[config.mk]
export PLATFORM = sky130hd
export DESIGN_NAME = alu_accum_seq
export DESIGN_NICKNAME = d
export VERILOG_FILES = /design/src/rtl/alu_accum_seq.sv
export SDC_FILE = /design/constraint.sdc
export NUM_CORES = 1
export LEC_CHECK = 0
export ABC_AREA = 1
export CELL_PAD_IN_SITES_DETAIL_PLACEMENT = 0
export CELL_PAD_IN_SITES_GLOBAL_PLACEMENT = 1
export CORE_UTILIZATION = 36
export DETAILED_ROUTE_END_ITERATION = 16
export PLACE_DENSITY_LB_ADDON = 0.3
export SKIP_LAST_GASP = 1
export SLEW_MARGIN = 0
export SYNTH_ARGS = -nofsm -noshare
export SYNTH_HDL_FRONTEND = slang
export SYNTH_SLANG_ARGS = --single-unit
[constraint.sdc]
create_clock -name clk -period 1.4 [get_ports clk]
set_clock_uncertainty 0.05 [all_clocks]
set_input_delay 0.28 -clock clk [delete_from_list [all_inputs] [get_ports clk]]
set_output_delay 0.28 -clock clk [all_outputs]
set_load 0.02 [all_outputs]
[src/rtl/alu_accum_seq.sv]
// alu_accum_seq
//   Accumulate engine driven by the switch-code control decoder. Every rising
//   edge of the (synchronised) enable level executes exactly one operation on
//   an 8-bit accumulator: ADD (with carry-out) or XOR of the 4-bit code.
//
// Ports
//   clk          system clock
//   rst_n        asynchronous active-low reset
//   ctrl_rst     clear request level (highest priority)
//   ctrl_enable  operation trigger level; one op per rising edge
//   ctrl_arith   1 = ADD, 0 = XOR
//   operand      4-bit code {d,c,b,a}
//   acc_out      accumulator value
//   carry        carry-out of the last ADD; 0 after XOR or clear
//   op_done      one-clock strobe when an operation commits
//   op_count     committed operations since clear, saturating at 255
//   state_dbg    FSM state (IDLE=00, EXEC=01, HOLD=10, CLEAR=11)
//
// Handshake: op_done is a push-only strobe with no back-pressure. In the cycle
// it is high, acc_out, carry and op_count already hold the committed result.
module alu_accum_seq #(
   parameter int DATA_W      = 8,
   parameter int OP_W        = 4,
   parameter int SYNC_STAGES = 2
) (
   input  logic              clk,
   input  logic              rst_n,
   input  logic              ctrl_rst,
   input  logic              ctrl_enable,
   input  logic              ctrl_arith,
   input  logic [OP_W-1:0]   operand,
   output logic [DATA_W-1:0] acc_out,
   output logic              carry,
   output logic              op_done,
   output logic [7:0]        op_count,
   output logic [1:0]        state_dbg
);

   localparam int IN_W = OP_W + 3;

   typedef enum logic [1:0] {
      IDLE  = 2'b00,
      EXEC  = 2'b01,
      HOLD  = 2'b10,
      CLEAR = 2'b11
   } state_t;

   state_t state, state_nxt;

   // All switch inputs share one synchroniser chain so they stay aligned.
   logic [IN_W-1:0] sync_q [SYNC_STAGES];
   logic            rst_s, en_s, arith_s;
   logic [OP_W-1:0] operand_s;
   logic            en_s_d;
   logic            en_rise;

   always_ff @(posedge clk or negedge rst_n) begin
      if (!rst_n) begin
         for (int i = 0; i < SYNC_STAGES; i++) sync_q[i] <= '0;
      end else begin
         sync_q[0] <= {ctrl_rst, ctrl_enable, ctrl_arith, operand};
         for (int i = 1; i < SYNC_STAGES; i++) sync_q[i] <= sync_q[i-1];
      end
   end

   assign {rst_s, en_s, arith_s, operand_s} = sync_q[SYNC_STAGES-1];

   // Edge flop is updated in every state, so an enable that is still high
   // when a clear is released never looks like a fresh press.
   always_ff @(posedge clk or negedge rst_n) begin
      if (!rst_n) en_s_d <= 1'b0;
      else        en_s_d <= en_s;
   end

   assign en_rise = en_s & ~en_s_d;

   // FSM
   logic latch_op;
   logic commit;
   logic clear;

   always_ff @(posedge clk or negedge rst_n) begin
      if (!rst_n) state <= IDLE;
      else        state <= state_nxt;
   end

   always_comb begin
      state_nxt = state;
      latch_op  = 1'b0;
      commit    = 1'b0;
      clear     = 1'b0;
      case (state)
         IDLE: begin
            if (en_rise) begin
               state_nxt = EXEC;
               latch_op  = 1'b1;
            end
         end
         EXEC: begin
            commit    = 1'b1;
            state_nxt = HOLD;
         end
         HOLD: begin
            if (!en_s) state_nxt = IDLE;
         end
         CLEAR: begin
            if (!rst_s) state_nxt = IDLE;
         end
         default: state_nxt = IDLE;
      endcase
      // Clear overrides everything, including an op sitting in EXEC.
      if (rst_s) begin
         state_nxt = CLEAR;
         latch_op  = 1'b0;
         commit    = 1'b0;
         clear     = 1'b1;
      end
   end

   assign state_dbg = state;

   // Datapath
   logic [OP_W-1:0] op_q;
   logic            arith_q;
   logic [DATA_W:0] sum;

   assign sum = {1'b0, acc_out} + (DATA_W+1)'(op_q);

   always_ff @(posedge clk or negedge rst_n) begin
      if (!rst_n) begin
         op_q    <= '0;
         arith_q <= 1'b0;
      end else if (latch_op) begin
         op_q    <= operand_s;
         arith_q <= arith_s;
      end
   end

   always_ff @(posedge clk or negedge rst_n) begin
      if (!rst_n) begin
         acc_out  <= '0;
         carry    <= 1'b0;
         op_done  <= 1'b0;
         op_count <= '0;
      end else if (clear) begin
         acc_out  <= '0;
         carry    <= 1'b0;
         op_done  <= 1'b0;
         op_count <= '0;
      end else begin
         op_done <= commit;
         if (commit) begin
            if (arith_q) begin
               acc_out <= sum[DATA_W-1:0];
               carry   <= sum[DATA_W];
            end else begin
               acc_out <= acc_out ^ DATA_W'(op_q);
               carry   <= 1'b0;
            end
            if (op_count != 8'hFF) op_count <= op_count + 8'd1;
         end
      end
   end

endmodule

==> reports/metrics.yaml, run 1 <==
main_combinational_cell_family_by_area_after_synthesis: "simple AND/OR/NAND/NOR gates"
ys_top_cells_by_area: "sky130_fd_sc_hd__dfrtp_1 56%, sky130_fd_sc_hd__nand2_1 9.6%, sky130_fd_sc_hd__nand3_1 4.7%, sky130_fd_sc_hd__ha_1 3.5%, sky130_fd_sc_hd__inv_1 2.9%"
num_vias: 1381
ir_drop_mv: 0.697
yosys-mux-area-fraction: 0.0306
power.leakage_nw: 1.20
grt_util_met2: 0.217
cp_max_fo: 3
first_pass_grt_wire_length_mm: 6.34
critPathArrivalTime_ns: 1.70
use_met3: 0.0497
grt_usage: 0.162
worst-endpoint-required_ns: 1.55
die_h_um: 72.7
maximum_number_of_pins_on_one_net_before_global_route_repair: 30
synth.distinct_cells: 33
grt_remaining_overflow: 0
max_slew_margin: 0.782
effective_utilization_at_floorplan: 0.378
synth_compound_gate_area_share: 0.0626
unrepaired_setup_endpoints_after_global_routing: "yes"
synth-async-reset-ratio: 1.00
yosysMostFrequentCell: "sky130_fd_sc_hd__nand2_1"
cts_buffer_depth: 2
setup_viol: 5
synth-seq-cells: 40
syn-instance-count: 184
h-tree-depth: 2
p_per_area_nw_per_um2: 1050
drtAntennaViolNets: 0
hold_path.class: "flop to flop"
clock_sinks: 40
routed_via_density: 4.54
cts_tree: "built"
grt.busiest_layer: "met1"
transition_time_of_the_tightest_slew_check_pin_ns: 0.327
insertion_delay_ns: 0.30
drtIter0Drc: 73
synthesized_cell_area_um2: 1800
timing_hold_violations_final: 0
antenna-diode-count: 0
detailedPlace.worstSlack_ns: -0.116
placementRows: 25
hold-worst-slack_ns: 0.302
drt-total-wl_mm: 3.72
fp.coreArea_um2: 4750
worstSetupEndpointType: "flop"
portBuffers: 28
synth_adder_area_share: 0.0459
post-route-worst-setup-slack_ns: -0.149
yosys_most_used_dff: "sky130_fd_sc_hd__dfrtp_1"
post-route-drc-count: 0
post-route-period-util: 1.11
place_hpwl_mm: 2.55
first_global_vias: 1318
maxCapViolations: 0
gpl.final_weighted_congestion: 0.756
number_of_enable_flip_flop_cells_after_synthesis: 0
final.min_clock_period_ns: 1.55
synth_common_cells: "46 x sky130_fd_sc_hd__nand2_1, 40 x sky130_fd_sc_hd__dfrtp_1, 17 x sky130_fd_sc_hd__nand3_1"
basic_gate_share_of_the_synthesized_area_counting_and_or_nand_and_nor_cells: 0.240
synth.avg_cell_area_um2: 9.77
yosysWarningCount: 0
drt_pre_antenna_iters: 5
placedCellCount: 292
finalMaxSlewViolations: 0
net_count_synth: 199
max_freq_mhz: 646
area_delta_synth_final_pct: 36.3
grt_use_met1: 0.242
fin_nets: 251
top_level_ports: 29
synth-xor-area-share: 0.0146
setup_total_negative_slack_ns: -0.371
number_of_antenna_violations_at_the_first_check_in_global_routing: 0
failed_checks: "negative setup slack"
power.total_mw: 2.57
kind_of_critical_path: "flop to flop"
synth-seq-area-share: 0.557
fp.dieArea_um2: 5280
status: "complete, but fails checks"
post_route_cells_drive_above_1_share: 0.321
cts_root_buf: "sky130_fd_sc_hd__clkbuf_8"
clk_transition_reported_paths_ns: 0.09
final-instance-count-excl-fill: 304
numCtsBuffers: 5
synth_largest_area_cell: "sky130_fd_sc_hd__dfrtp_1"
routedWlPerCell_um: 12.2
synthDominantCellAreaShare: 0.557
setup.worst_path.start_class: "flop"
chipWidth_um: 72.7
==> where the power goes <==
part | total, mW | leakage [nW] | switching, mW | internal (mW)
combinational | 0.459 | 0.656 | 0.228 | 0.231
sequential | 1.32 | 0.500 | 0.0802 | 1.24
clock | 0.790 | 0.0404 | 0.437 | 0.353
total | 2.57 | 1.20 | 0.746 | 1.82
==> metrics by stage <==
stage	utilization	instance area, µm²
global placement	0.487	2320
finish	0.516	2450
detailed placement	0.487	2320
CTS	0.513	2440
floorplan	-	1850
global route	0.516	2450
==> final cells by class <==
cell class              count  area, µm²
inverters                  18       75.1
repair buffers             46        382
clock inverters             3       23.8
fillers                   448       2300
multi-input cells         125        811
well taps                  67       83.8
clock buffers               5       68.8
flip-flops and latches     40       1010
==> final timing paths <==
| path | startpoint | to | slack (ns) | cells past startpoint |
|---|---|---|---|---|
| max | acc_out[0] | acc_out[4] | -0.15 | 7 |
| min | sync_q[13] | rst_s | 0.30 | 0 |
| min in group asynchronous | rst_n | acc_out[7] | 0.35 | 2 |
| min reg2reg | sync_q[13] | rst_s | 0.30 | 0 |
| max reg2reg | acc_out[0] | acc_out[4] | -0.15 | 7 |
| max in group asynchronous | rst_n | op_q[1] | 0.49 | 3 |
==> critical path: stages (launching register included) <==
cell and delay, ns:
sky130_fd_sc_hd__dfrtp_2 0.43, sky130_fd_sc_hd__ha_4 0.17, sky130_fd_sc_hd__fa_2 0.36, sky130_fd_sc_hd__nand3_2 0.10
sky130_fd_sc_hd__nand2_2 0.06, sky130_fd_sc_hd__nand2_1 0.08, sky130_fd_sc_hd__xor2_1 0.15, sky130_fd_sc_hd__nor2_1 0.05
==> routing by layer <==
| layer | vias to the layer above | part of all wire |
|---|---|---|
| li1 | 710 | - |
| met1 | 635 | 0.50 |
| met2 | 28 | 0.44 |
| met3 | 8 | 0.043 |
| met4 | 0 | 0.018 |
| met5 | - | 0 |
==> sequential cells by signal, indices dropped and copies added, names as in the netlist, 2 cells and up <==
name       cells
acc_out        8
op_count       8
sync_q         7
op_q           4
operand_s      4
state_dbg      2
==> cells by family after synthesis <==
group,Yosys count
XOR/XNOR,3
flip-flops,40
adder cells (fa/ha/maj),6
multiplexers,5
AND/OR/NAND/NOR,92
AO/OA/AOI/OAI,18
buffers and inverters,20
==> placed cells by master, fill, tap and decap left out, types with 2 or more instances in the layout <==
cell type / n
sky130_fd_sc_hd__nand2_2: 9
sky130_fd_sc_hd__mux2_2: 3
sky130_fd_sc_hd__nand3_1: 13
sky130_fd_sc_hd__ha_4: 4
sky130_fd_sc_hd__clkdlybuf4s50_1: 7
sky130_fd_sc_hd__nor2_2: 5
sky130_fd_sc_hd__a21oi_1: 4
sky130_fd_sc_hd__nand3_2: 5
sky130_fd_sc_hd__dfrtp_2: 5
sky130_fd_sc_hd__a22o_1: 2
sky130_fd_sc_hd__dlygate4sd2_1: 10
sky130_fd_sc_hd__inv_2: 2
sky130_fd_sc_hd__nand4_1: 4
sky130_fd_sc_hd__inv_1: 14
sky130_fd_sc_hd__nor2_1: 12
sky130_fd_sc_hd__clkbuf_2: 7
sky130_fd_sc_hd__clkinvlp_4: 2
sky130_fd_sc_hd__nand2_1: 40
sky130_fd_sc_hd__clkbuf_8: 5
sky130_fd_sc_hd__o21ai_1: 5
sky130_fd_sc_hd__buf_4: 15
sky130_fd_sc_hd__xnor2_1: 2
sky130_fd_sc_hd__clkdlybuf4s15_1: 3
sky130_fd_sc_hd__o21ai_2: 2
sky130_fd_sc_hd__dfrtp_1: 35
==> timing repair <==
action / in CTS / in global routing
endpoints found under the hold margin: 11 / 0
resized for setup: 30 / 24
hold buffers: 1 / 0
buffers inserted: 3 / 0
setup endpoints to repair: 28 / 21
pin swaps: 9 / 17
cloned: 0 / 1
(Power assumes the default switching activity.)
==> run 2: changes to the inputs <==
--- a/config.mk
+++ b/config.mk
@@ -6,13 +6,13 @@
 export NUM_CORES = 1
 export LEC_CHECK = 0
 export ABC_AREA = 1
+export CAP_MARGIN = 10
 export CELL_PAD_IN_SITES_DETAIL_PLACEMENT = 0
 export CELL_PAD_IN_SITES_GLOBAL_PLACEMENT = 1
 export CORE_UTILIZATION = 36
 export DETAILED_ROUTE_END_ITERATION = 16
 export PLACE_DENSITY_LB_ADDON = 0.3
 export SKIP_LAST_GASP = 1
-export SLEW_MARGIN = 0
 export SYNTH_ARGS = -nofsm -noshare
 export SYNTH_HDL_FRONTEND = slang
 export SYNTH_SLANG_ARGS = --single-unit
==> results of run 2 <==
Final layout, timing and power as in run 1 (identical DEF).
